**src/rtl/ir_pkg.sv**
```systemverilog
// Shared definitions for the NEC IR receive path: FSM state type and
// default protocol timing expressed in 10 us ticks.
package ir_pkg;

  typedef enum logic [3:0] {
    S_IDLE,
    S_ARMED,
    S_LDR_MARK,
    S_LDR_SPACE,
    S_BIT_MARK,
    S_BIT_SPACE,
    S_CHECK,
    S_DONE,
    S_ERR
  } ir_state_t;

  localparam int unsigned NEC_TICK_DIV       = 500;
  localparam int unsigned NEC_CNT_W          = 11;
  localparam int unsigned NEC_LDR_MARK_MIN   = 800;
  localparam int unsigned NEC_LDR_SPACE_MIN  = 400;
  localparam int unsigned NEC_RPT_SPACE_MIN  = 180;
  localparam int unsigned NEC_BIT_MARK_MAX   = 100;
  localparam int unsigned NEC_BIT_ONE_THRESH = 112;
  localparam int unsigned NEC_TIMEOUT        = 1200;
  localparam int unsigned NEC_BITS           = 32;

endpackage

```
**src/rtl/ir_sync_edge.sv**
```systemverilog
// Two-flop synchronizer for the asynchronous IR receiver output with
// rise/fall pulses on the synchronized level; resets to the idle-high line.
module ir_sync_edge (
  input  logic clk,
  input  logic reset,
  input  logic din,
  output logic rise,
  output logic fall
);

  logic s1_q, s1_d;
  logic s2_q, s2_d;
  logic prev_q, prev_d;

  always_comb begin
    s1_d   = din;
    s2_d   = s1_q;
    prev_d = s2_q;
  end

  always_ff @(posedge clk) begin
    if (reset) begin
      s1_q   <= 1'b1;
      s2_q   <= 1'b1;
      prev_q <= 1'b1;
    end else begin
      s1_q   <= s1_d;
      s2_q   <= s2_d;
      prev_q <= prev_d;
    end
  end

  assign rise = s2_q & ~prev_q;
  assign fall = ~s2_q & prev_q;

endmodule

```
**src/rtl/ir_nec_rx_ctrl.sv**
```systemverilog
// NEC IR receive sequencer: times marks/spaces in prescaled ticks, decodes
// leader, 32 data bits or a repeat code, and reports one done/error pulse.
module ir_nec_rx_ctrl
  import ir_pkg::*;
#(
  parameter int unsigned TICK_DIV       = NEC_TICK_DIV,
  parameter int unsigned CNT_W          = NEC_CNT_W,
  parameter int unsigned LDR_MARK_MIN   = NEC_LDR_MARK_MIN,
  parameter int unsigned LDR_SPACE_MIN  = NEC_LDR_SPACE_MIN,
  parameter int unsigned RPT_SPACE_MIN  = NEC_RPT_SPACE_MIN,
  parameter int unsigned BIT_MARK_MAX   = NEC_BIT_MARK_MAX,
  parameter int unsigned BIT_ONE_THRESH = NEC_BIT_ONE_THRESH,
  parameter int unsigned TIMEOUT        = NEC_TIMEOUT
) (
  input  logic       clk,
  input  logic       reset,
  input  logic       ir_in,
  input  logic       read,
  output logic       busy,
  output logic       done,
  output logic       repeat_o,
  output logic       error,
  output logic [7:0] addr,
  output logic [7:0] cmd
);

  localparam int unsigned PRE_W = (TICK_DIV > 1) ? $clog2(TICK_DIV) : 1;
  localparam logic [PRE_W-1:0] PRE_LAST    = PRE_W'(TICK_DIV - 1);
  localparam logic [CNT_W-1:0] LDR_MARK_C  = CNT_W'(LDR_MARK_MIN);
  localparam logic [CNT_W-1:0] LDR_SPACE_C = CNT_W'(LDR_SPACE_MIN);
  localparam logic [CNT_W-1:0] RPT_SPACE_C = CNT_W'(RPT_SPACE_MIN);
  localparam logic [CNT_W-1:0] BIT_MARK_C  = CNT_W'(BIT_MARK_MAX);
  localparam logic [CNT_W-1:0] ONE_C       = CNT_W'(BIT_ONE_THRESH);
  localparam logic [CNT_W-1:0] TIMEOUT_C   = CNT_W'(TIMEOUT);
  localparam logic [4:0]       LAST_BIT    = 5'(NEC_BITS - 1);

  logic rise, fall, tick, timed_out;

  logic [PRE_W-1:0]    pre_q, pre_d;
  logic [CNT_W-1:0]    cnt_q, cnt_d;
  ir_state_t           state_q, state_d;
  logic [4:0]          bit_idx_q, bit_idx_d;
  logic [NEC_BITS-1:0] sr_q, sr_d;
  logic                busy_q, busy_d;
  logic                done_q, done_d;
  logic                rpt_q, rpt_d;
  logic                err_q, err_d;
  logic [7:0]          addr_q, addr_d;
  logic [7:0]          cmd_q, cmd_d;

  // Line is idle high; a falling synchronized edge is the start of a mark.
  ir_sync_edge u_sync (
    .clk   (clk),
    .reset (reset),
    .din   (ir_in),
    .rise  (rise),
    .fall  (fall)
  );

  assign tick      = (pre_q == PRE_LAST);
  assign timed_out = (cnt_q >= TIMEOUT_C);

  always_comb begin
    pre_d = tick ? '0 : pre_q + 1'b1;
    if (rise || fall)
      cnt_d = '0;
    else if (tick && (cnt_q != '1))
      cnt_d = cnt_q + 1'b1;
    else
      cnt_d = cnt_q;
  end

  always_comb begin
    state_d   = state_q;
    bit_idx_d = bit_idx_q;
    sr_d      = sr_q;
    addr_d    = addr_q;
    cmd_d     = cmd_q;
    rpt_d     = 1'b0;
    // Decisions use the count of the phase that is ending; the counter clears on the same edge.
    case (state_q)
      S_IDLE:  if (read) state_d = S_ARMED;
      S_ARMED: if (fall) state_d = S_LDR_MARK;
      S_LDR_MARK: begin
        if (timed_out)  state_d = S_ERR;
        else if (rise)  state_d = (cnt_q >= LDR_MARK_C) ? S_LDR_SPACE : S_ARMED;
      end
      S_LDR_SPACE: begin
        if (timed_out) begin
          state_d = S_ERR;
        end else if (fall) begin
          if (cnt_q >= LDR_SPACE_C) begin
            state_d   = S_BIT_MARK;
            bit_idx_d = '0;
          end else if (cnt_q >= RPT_SPACE_C) begin
            state_d = S_DONE;
            rpt_d   = 1'b1;
          end else begin
            state_d = S_ERR;
          end
        end
      end
      S_BIT_MARK: begin
        if (timed_out)  state_d = S_ERR;
        else if (rise)  state_d = (cnt_q <= BIT_MARK_C) ? S_BIT_SPACE : S_ERR;
      end
      S_BIT_SPACE: begin
        if (timed_out) begin
          state_d = S_ERR;
        end else if (fall) begin
          sr_d = {(cnt_q >= ONE_C), sr_q[NEC_BITS-1:1]};
          if (bit_idx_q == LAST_BIT) begin
            state_d = S_CHECK;
          end else begin
            bit_idx_d = bit_idx_q + 1'b1;
            state_d   = S_BIT_MARK;
          end
        end
      end
      S_CHECK: begin
        if ((sr_q[15:8] == ~sr_q[7:0]) && (sr_q[31:24] == ~sr_q[23:16])) begin
          addr_d  = sr_q[7:0];
          cmd_d   = sr_q[23:16];
          state_d = S_DONE;
        end else begin
          state_d = S_ERR;
        end
      end
      S_DONE:  state_d = S_IDLE;
      S_ERR:   state_d = S_IDLE;
      default: state_d = S_IDLE;
    endcase
    busy_d = !(state_d inside {S_IDLE, S_DONE, S_ERR});
    done_d = (state_d == S_DONE);
    err_d  = (state_d == S_ERR);
  end

  always_ff @(posedge clk) begin
    if (reset) begin
      pre_q     <= '0;
      cnt_q     <= '0;
      state_q   <= S_IDLE;
      bit_idx_q <= '0;
      sr_q      <= '0;
      busy_q    <= 1'b0;
      done_q    <= 1'b0;
      rpt_q     <= 1'b0;
      err_q     <= 1'b0;
      addr_q    <= '0;
      cmd_q     <= '0;
    end else begin
      pre_q     <= pre_d;
      cnt_q     <= cnt_d;
      state_q   <= state_d;
      bit_idx_q <= bit_idx_d;
      sr_q      <= sr_d;
      busy_q    <= busy_d;
      done_q    <= done_d;
      rpt_q     <= rpt_d;
      err_q     <= err_d;
      addr_q    <= addr_d;
      cmd_q     <= cmd_d;
    end
  end

  assign busy     = busy_q;
  assign done     = done_q;
  assign repeat_o = rpt_q;
  assign error    = err_q;
  assign addr     = addr_q;
  assign cmd      = cmd_q;

endmodule
```
**config.mk**
```make
export PLATFORM = sky130hd
export DESIGN_NAME = ir_nec_rx_ctrl
export DESIGN_NICKNAME = d
export VERILOG_FILES = /design/src/rtl/ir_pkg.sv /design/src/rtl/ir_sync_edge.sv /design/src/rtl/ir_nec_rx_ctrl.sv
export SDC_FILE = /design/constraint.sdc
export NUM_CORES = 1
export LEC_CHECK = 0
export ABC_AREA = 1
export ABC_CLOCK_PERIOD_IN_PS = 4400
export CORE_MARGIN = 2
export CORE_UTILIZATION = 57
export DETAILED_ROUTE_END_ITERATION = 10
export PLACE_DENSITY = 0.84
export SETUP_SLACK_MARGIN = 0.15
export SLEW_MARGIN = 25
export SYNTH_ARGS = -nofsm -noshare
export SYNTH_HDL_FRONTEND = slang
export SYNTH_SLANG_ARGS = --single-unit
```
**constraint.sdc**
```tcl
create_clock -name clk -period 4.4 [get_ports clk]
set_input_delay 0.66 -clock clk [delete_from_list [all_inputs] [get_ports clk]]
set_output_delay 0.66 -clock clk [all_outputs]
set_load 0.1 [all_outputs]
```
==> results_dict.tcl, run 1 <==
set metrics [dict create \
    cts-resized-gates 0 \
    filler_cell_count 581 \
    grt_pass1_wl_um 13700 \
    die_x_um 87.6 \
    path_buf_inv 1 \
    synth_top_area_cell "dfxtp_1" \
    antenna_cells 0 \
    crit_type "reg2out" \
    rsz0062_at_grt "no" \
    slew_violations 0 \
    crit_family "buffers and inverters" \
    tightestPinTransition_ns 0.991 \
    syn_area_sq_mm 0.00398 \
    peakVddDrop_v 0.000205 \
    htreeDepth 3 \
    hold_viol 0 \
    p_per_area_mw_per_mm2 317 \
    cp_cell_sequence "clkdlybuf4s50_1" \
    yosysWarnings 0 \
    rows 30 \
    synth_enable_flop_cells 0 \
    ys_ff_latch 84 \
    antenna_found_initial 0 \
    end_kind "output port" \
    cts.sink_count 84 \
    finalWeightedCongestion 0.921 \
    crit_required_ns 3.74 \
    rr_startpoint "sr_q[3]" \
    io_buffers 23 \
    first_pass_iters 4 \
    wl_per_cell_um 11.9 \
    setup_tns_ns 0 \
    synth_seq_area_share_pct 42.3 \
    yosysTopAreaCellShare_pct 42.3 \
    nets 584 \
    area_delta_synth_final_pct 11.2 \
    grt_max_degree 61 \
    cts_buffers 9 \
    design.core.area_sq_mm 0.00679 \
    min_period_ns 2.54 \
    cts_buffer_depth 2 \
    fmax_ghz 0.394 \
    drt_iter0_markers 203 \
    drt_drc_violations_left 0 \
    skew_ns 0.0141 \
    post_cts_buffers 0 \
    die_area_sq_mm 0.00767 \
    maxSlewHeadroom_pct 33.7 \
    cts_root_buf "clkbuf_8" \
    start_util_pct 58.6 \
    grt_use_total_pct 22.5 \
    hold_buffers 0 \
    grt_pass1_vias 3155 \
    ys_types 40 \
    hold_start "u_sync.s1_q" \
    syn_area_per_cell_sq_um 7.18 \
    hp-class "reg2reg" \
    leakage_uw 0.00185 \
    max_stage_delay_ns 1.16 \
    final_cell_mix "nand2_1 (122), dfxtp_1 (84), inv_1 (70), a21oi_1 (64), nor2_1 (58)" \
    setup_viol_count_final 0 \
    crit_start "cmd[0]" \
    startpoint_type "flip-flop" \
    status "complete, no violations" \
    clk_pin_slew_ns 0.09 \
    final_core_util_pct 65.2 \
    min_period_over_period_pct 57.7 \
    cts_tree "done" \
    worstSkewPairLatency_ns 0.37 \
    syn-num-nets 565 \
    viasPerCell 5.12 \
    final_common_cell "nand2_1" \
    ant_nets 0 \
    slowest_stage "clkdlybuf4s50_1" \
    syn_inst 554 \
    vias 3452 \
    cap_violations 0 \
    overflow 0 \
    wl_um 7990 \
    die_h_um 87.6 \
    layout-drive-gt1-share_pct 9.34 \
    synthArstFlopShare_pct 0 \
    ioPinCount 24 \
    dp_hpwl_um 5650 \
    crit_fanout 2 \
    ys.flop_type "dfxtp_1" \
    critPathArrivalTime_ns 1.88 \
    synth_area_leaders "dfxtp_1 (42%), nand2_1 (12%), a21oi_1 (8.0%)" \
]
-- registers in the layout, indices dropped and copies added (netlist names) --
name	flops
addr	8
bit_idx_q	5
busy	1
cmd	8
cnt_q	11
done	1
error	1
pre_q	9
repeat_o	1
sr_q	32
state_q	4
u_sync.prev_d	1
u_sync.prev_q	1
u_sync.s1_q	1
-- final timing paths --
check | depth (start not counted) | slack [ns] | to
setup / recovery | 1 | 1.86 | cmd[0]
hold / removal | 1 | 0.42 | u_sync.prev_d
setup reg to reg | 10 | 2.49 | cmd[5]
hold reg to reg | 1 | 0.42 | u_sync.prev_d
-- per-layer routing --
| layer | up-vias | part of all wire (%) | global-route usage (%) |
|---|---|---|---|
| li1 | 1814 | - | - |
| met1 | 1545 | 47 | 28.7 |
| met2 | 79 | 47 | 37.2 |
| met3 | 14 | 4.2 | 4.24 |
| met4 | 0 | 2.1 | 9.65 |
| met5 | - | 0 | 0 |
-- metrics by stage --
stage	setup WS [ns]	instance area, sq um	power, uW	hold slack (ns)	std cells
5_1_grt	1.83	4430	1450	0.432	674
6_report	1.86	4430	1400	0.416	674
2_1_floorplan	2.82	3980	835	0.389	554
4_1_cts	1.84	4430	1410	0.420	674
3_5_place_dp	1.78	4220	849	0.399	658
3_3_place_gp	1.83	4220	847	0.397	658
-- synthesized netlist by cell type (all sizes together), types with 3 or more instances --
cell,n
nand2,130
dfxtp,84
inv,79
a21oi,64
nor2,64
o21ai,57
nand3,20
buf,10
nor3,8
ha,7
clkbuf,6
xnor2,5
a211oi,4
nand4,4
a31oi,3
or2,3
-- logic make-up (layout without fill, tap and decap cells) --
group	count (synthesis)	after routing	share of synthesized area, %
fa+ha+maj	7	7	2.20
compound gates	129	129	17.3
simple gates	233	233	26.5
xor+xnor	6	6	1.32
buf+inv	95	119	10.5
flops	84	84	42.3
-- power breakdown --
part / internal [uW] / switching (uW)
Clock: 271 / 302
Combinational: 19.7 / 42.3
Sequential: 765 / 3.95
Total: 1060 / 348
-- area by class of cell --
cell class	instances	area [sq um]	area share, %
sequential	84	1680	38.0
timing repair buffer	24	238	5.37
tap	96	120	2.71
inverter	79	302	6.81
clock inverter	7	81.3	1.84
multi-input combinational	375	1880	42.5
clock buffer	9	124	2.80
(Power assumes the default switching activity.)
==> inputs of run 2 (changes only) <==
Settings changed: ABC_CLOCK_PERIOD_IN_PS 4400 to 2250, CORE_UTILIZATION 57 to 53, PLACE_DENSITY 0.84 to 0.82.
Clock period 4.4 ns to 2.25 ns, I/O delays scaled along.
==> run 2 against run 1 <==
- flip-flop and latch count is the same
- final area down 0.93%
- non-clock buffer count grew 1
- register-to-register slack got worse by 2.1 ns
- critical path depth increased by 6
- critical endpoint is now sr_q[4]
- routed wire length shrank 2.9%
- count of clock-buffer cells in the layout is the same
==> results_dict.tcl, run 2 (synthesis results as in run 1) <==
set metrics [dict create \
    dp_hpwl_um 5530 \
    grt_pass1_vias 3124 \
    largest_register "sr_q" \
    htreeDepth 3 \
    layout-drive-gt1-share_pct 13.3 \
    finalWeightedCongestion 0.860 \
    peakVddDrop_v 0.000354 \
    slowest_stage "dfxtp_1" \
    crit_fanout 60 \
    cts_buffers 9 \
    overflow 0 \
    maxSlewHeadroom_pct 73.1 \
    clk_pin_slew_ns 0.09 \
    multi_input_area_sq_mm 0.00189 \
    end_kind "flip-flop" \
    hold_buffers 0 \
    cp_cell_sequence "inv_1 -> ha_1 -> inv_1 -> nor2_8 -> nand2_8 -> o21ai_1 -> a21oi_1" \
    viasPerCell 5.04 \
    largest_reg_flops 32 \
    setup_viol_count_final 0 \
    die_x_um 90.7 \
    r2r_slack_ns 0.43 \
    drt_drc_violations_left 0 \
    grt_use_total_pct 20.2 \
    grt_max_degree 61 \
    max_stage_delay_ns 0.32 \
    antenna_cells 0 \
    cts_buffer_depth 2 \
    slew_violations 0 \
    design.core.area_sq_mm 0.00725 \
    cap_violations 0 \
    first_pass_iters 4 \
    filler_cell_count 651 \
    cts.sink_count 84 \
    fmax_ghz 0.551 \
    min_period_over_period_pct 80.7 \
    status "complete, no violations" \
    cts_root_buf "clkbuf_8" \
    start_util_pct 54.9 \
    p_per_area_mw_per_mm2 605 \
    min_period_ns 1.82 \
    post_cts_buffers 0 \
    rows 31 \
    setup_tns_ns 0 \
    tightestPinTransition_ns 0.403 \
    io_buffers 23 \
    ant_nets 0 \
    wl_per_cell_um 11.4 \
    hold_viol 0 \
    area_delta_synth_final_pct 10.2 \
    die_h_um 90.7 \
    cp_common_cell "inv_1" \
    grt_pass1_wl_um 13700 \
    final_common_cell "nand2_1" \
    worstSkewPairLatency_ns 0.36 \
    nets 585 \
    rsz0062_at_grt "no" \
    final_core_util_pct 60.5 \
    cts_tree "done" \
    final_cell_mix "nand2_1 (122), dfxtp_1 (84), inv_1 (70), a21oi_1 (64), nor2_1 (58)" \
    largestRegisters "sr_q x32, cnt_q x11, pre_q x9" \
    antenna_found_initial 0 \
    leakage_uw 0.00188 \
    hp-class "reg2reg" \
    crit_type "reg2reg" \
    ioPinCount 24 \
    skew_ns 0.0123 \
    wl_um 7760 \
    die_area_sq_mm 0.00822 \
    regArea_sq_mm 0.00168 \
    crit_required_ns 2.49 \
    cts-resized-gates 0 \
    vias 3419 \
    startpoint_type "flip-flop" \
    critPathArrivalTime_ns 2.06 \
    drt_iter0_markers 135 \
]
## run 2: area by class of cell
type / count / area share (%)
clock buffers: 9 / 2.82
clock inverters: 7 / 1.57
inverters: 79 / 6.93
multi-input cells: 375 / 43.1
flip-flops and latches: 84 / 38.3
well taps: 99 / 2.82
repair buffers: 25 / 4.45
## run 2: worst paths after layout
path / from / endpoint / cells after the start
worst min register to register: u_sync.s1_q / u_sync.prev_d / 1
worst max-delay path: u_sync.prev_d / sr_q[4] / 7
worst max register to register: u_sync.prev_d / sr_q[4] / 7
worst min-delay path: u_sync.s1_q / u_sync.prev_d / 1
## run 2: per-layer routing
metal | vias to the layer above | routed length (um) | track usage [%]
met4 | 0 | 165 | 8.21
li1 | 1816 | - | -
met2 | 71 | 3490 | 31.2
met1 | 1514 | 3770 | 26.5
met3 | 18 | 333 | 5.84
met5 | - | 0 | 0
## run 2: through the flow
stage               power [uW]  hold slack [ns]  instances  setup slack, ns  area [sq um]
finish                    2650            0.417        678            0.434          4390
global route              2760            0.434        678            0.178          4390
CTS                       2680            0.419        678            0.330          4380
detailed placement        1660            0.397        662            0.380          4180
global placement          1660            0.391        662            0.408          4180
floorplan                 1630            0.389        554            0.679          3980
## run 2: power breakdown
group	total [uW]	internal (uW)	switching (uW)
combinational	122	38.6	83.2
sequential	1500	1500	7.79
clock	1030	427	600
## run 2: worst max-delay path, delay by kind of cell, from the launching register on
family / cells / cell delay (ns)
flops: 1 / 0.32
fa+ha+maj: 1 / 0.31
simple gates: 2 / 0.49
buf+inv: 2 / 0.28
compound gates: 2 / 0.27
==> inputs of run 3 (changes only) <==
Settings changed: ABC_CLOCK_PERIOD_IN_PS 2250 to 1700, CORE_UTILIZATION 53 to 57, PLACE_DENSITY 0.82 to 0.84.
Clock period 2.25 ns to 1.7 ns, I/O delays scaled along.
==> run 3 against run 2 <==
- the flow now finishes with violations (negative setup slack)
- via count increased by 32%
- critical path depth grew 6
- power grew 43%
- die area decreased by 6.7%
- flip-flop and latch count stayed put
- worst setup slack got worse by 0.53 ns
- worst hold slack gained 0.016 ns
- cell count rose by 7.4%
- clock power grew 51%
- sequential power increased by 32%
- fmax increased by 1.1%
- first-iteration DRC count grew to 4.7 times the previous value
- critical endpoint is now busy
- largest power group unchanged
- highest routed layer unchanged
==> results_dict.tcl, run 3 (synthesis results as in run 1) <==
set metrics [dict create \
    multi_input_area_sq_mm 0.00246 \
    viasPerCell 6.20 \
    setup_tns_ns -0.669 \
    grt_pass1_wl_um 16600 \
    crit_required_ns 2.02 \
    crit_type "reg2reg" \
    whs_ns 0.433 \
    wl_um 14800 \
    crit_fanout 7 \
    tightestPinTransition_ns 0.347 \
    vias 4511 \
    hp-class "reg2reg" \
    startpoint_type "flip-flop" \
    violations "negative setup slack" \
    fmax_ghz 0.557 \
    dpl_worst_slack_ns -0.0309 \
    min_period_ns 1.80 \
    grt_pass1_vias 3664 \
    nets 638 \
    finalWeightedCongestion 0.870 \
    first_pass_iters 9 \
    p_per_area_mw_per_mm2 655 \
    cp_common_cell "nand2_1" \
    hold_buffers 0 \
    grt_use_total_pct 28.0 \
    cts_tree "done" \
    grt_max_degree 46 \
    slowest_stage "dfxtp_4" \
    overflow 0 \
    end_kind "flip-flop" \
    io_buffers 23 \
    regArea_sq_mm 0.00175 \
    cp_cell_sequence "nand2_1 -> inv_1 -> a21oi_2 -> buf_4 -> nand2_1 -> nand2_2 -> a21oi_1 -> nand2_1 -> nand2_1 -> nand2_1 -> nand2_2 -> nand2_2 -> nor2_1" \
    die_h_um 87.6 \
    min_period_over_period_pct 106 \
    skew_ns 0.0147 \
    rr_startpoint "cnt_q[8]" \
    place_area_sq_mm 0.00459 \
    hold_viol 0 \
    ant_nets 0 \
    cts_root_buf "clkbuf_8" \
    clk_pin_slew_ns 0.09 \
    final_cell_mix "nand2_1 (105), inv_1 (57), a21oi_1 (49), nor2_1 (43), dfxtp_1 (41)" \
    maxSlewHeadroom_pct 76.8 \
    cts_buffers 9 \
    filler_cell_count 296 \
    largestRegisters "sr_q x32, cnt_q x11, pre_q x9" \
    cts.sink_count 84 \
    antenna_cells 0 \
    design.core.area_sq_mm 0.00679 \
    peakVddDrop_v 0.000751 \
    design_area_sq_mm 0.00579 \
    die_area_sq_mm 0.00767 \
    dp_hpwl_um 6130 \
    layout_setup_ws_ns -0.0957 \
    cap_violations 0 \
    worstSkewPairLatency_ns 0.39 \
    drt_iter0_markers 638 \
    die_x_um 87.6 \
    largest_reg_flops 32 \
    ioPinCount 24 \
    final_common_cell "nand2_1" \
    critPathArrivalTime_ns 2.12 \
    drt_drc_violations_left 0 \
    layout-drive-gt1-share_pct 42.1 \
    rsz0062_at_grt "yes" \
    htreeDepth 3 \
    rows 30 \
    status "finished with violations" \
    setup_viol_count_final 23 \
    antenna_found_initial 0 \
    hold_start "u_sync.s1_q" \
    leakage_uw 0.00236 \
    max_stage_delay_ns 0.41 \
    place_inst 674 \
    crit_start "cnt_q[8]" \
    wl_per_cell_um 20.4 \
    area_delta_synth_final_pct 45.4 \
    slew_violations 0 \
    instances_no_fill 728 \
    start_util_pct 58.6 \
    largest_register "sr_q" \
    cts_buffer_depth 2 \
]
## run 3: critical path, delay by kind of cell, from the launching register on
| kind | cells | cell delay (ns) |
|---|---|---|
| DFF | 1 | 0.41 |
| AOI/OAI and AO/OA | 2 | 0.27 |
| and+or+nand+nor | 9 | 0.80 |
| buffers and inverters | 2 | 0.26 |
## run 3: cell type report
class / instances / area share, %
Multi-Input combinational cell: 380 / 42.5
Sequential cell: 84 / 30.3
Timing Repair Buffer: 73 / 16.1
Inverter: 79 / 5.47
Clock buffer: 9 / 2.14
Tap cell: 96 / 2.08
Clock inverter: 7 / 1.43
## run 3: through the flow
step	power [uW]	utilization [%]
final	3790	85.2
after detailed placement	2220	67.5
after global routing	3880	85.2
after floorplan	2160	-
after global placement	2210	67.5
after CTS	3690	74.8
## run 3: power breakdown
group | switching, uW | internal (uW)
Combinational | 161 | 83.4
Clock | 862 | 699
Sequential | 14.9 | 1970
## run 3: timing repair
item                       CTS  global route
pin swaps                   15            32
gates cloned                 2             5
setup buffers               16            16
setup endpoints to repair   67            77
resized for setup           47           169
## run 3: routing by layer
layer	GRT usage (%)	part of all wire [%]	vias to the layer above
li1	-	-	1931
met1	33.4	34	2005
met2	47.3	47	416
met3	5.66	11	159
met4	15.4	8.4	0
met5	0	0	-
## run 3: final timing paths
kind | to | slack [ns] | cells after the start
setup / recovery | busy | -0.1 | 13
hold / removal | u_sync.prev_d | 0.43 | 1
setup reg to reg | busy | -0.1 | 13
hold reg to reg | u_sync.prev_d | 0.43 | 1
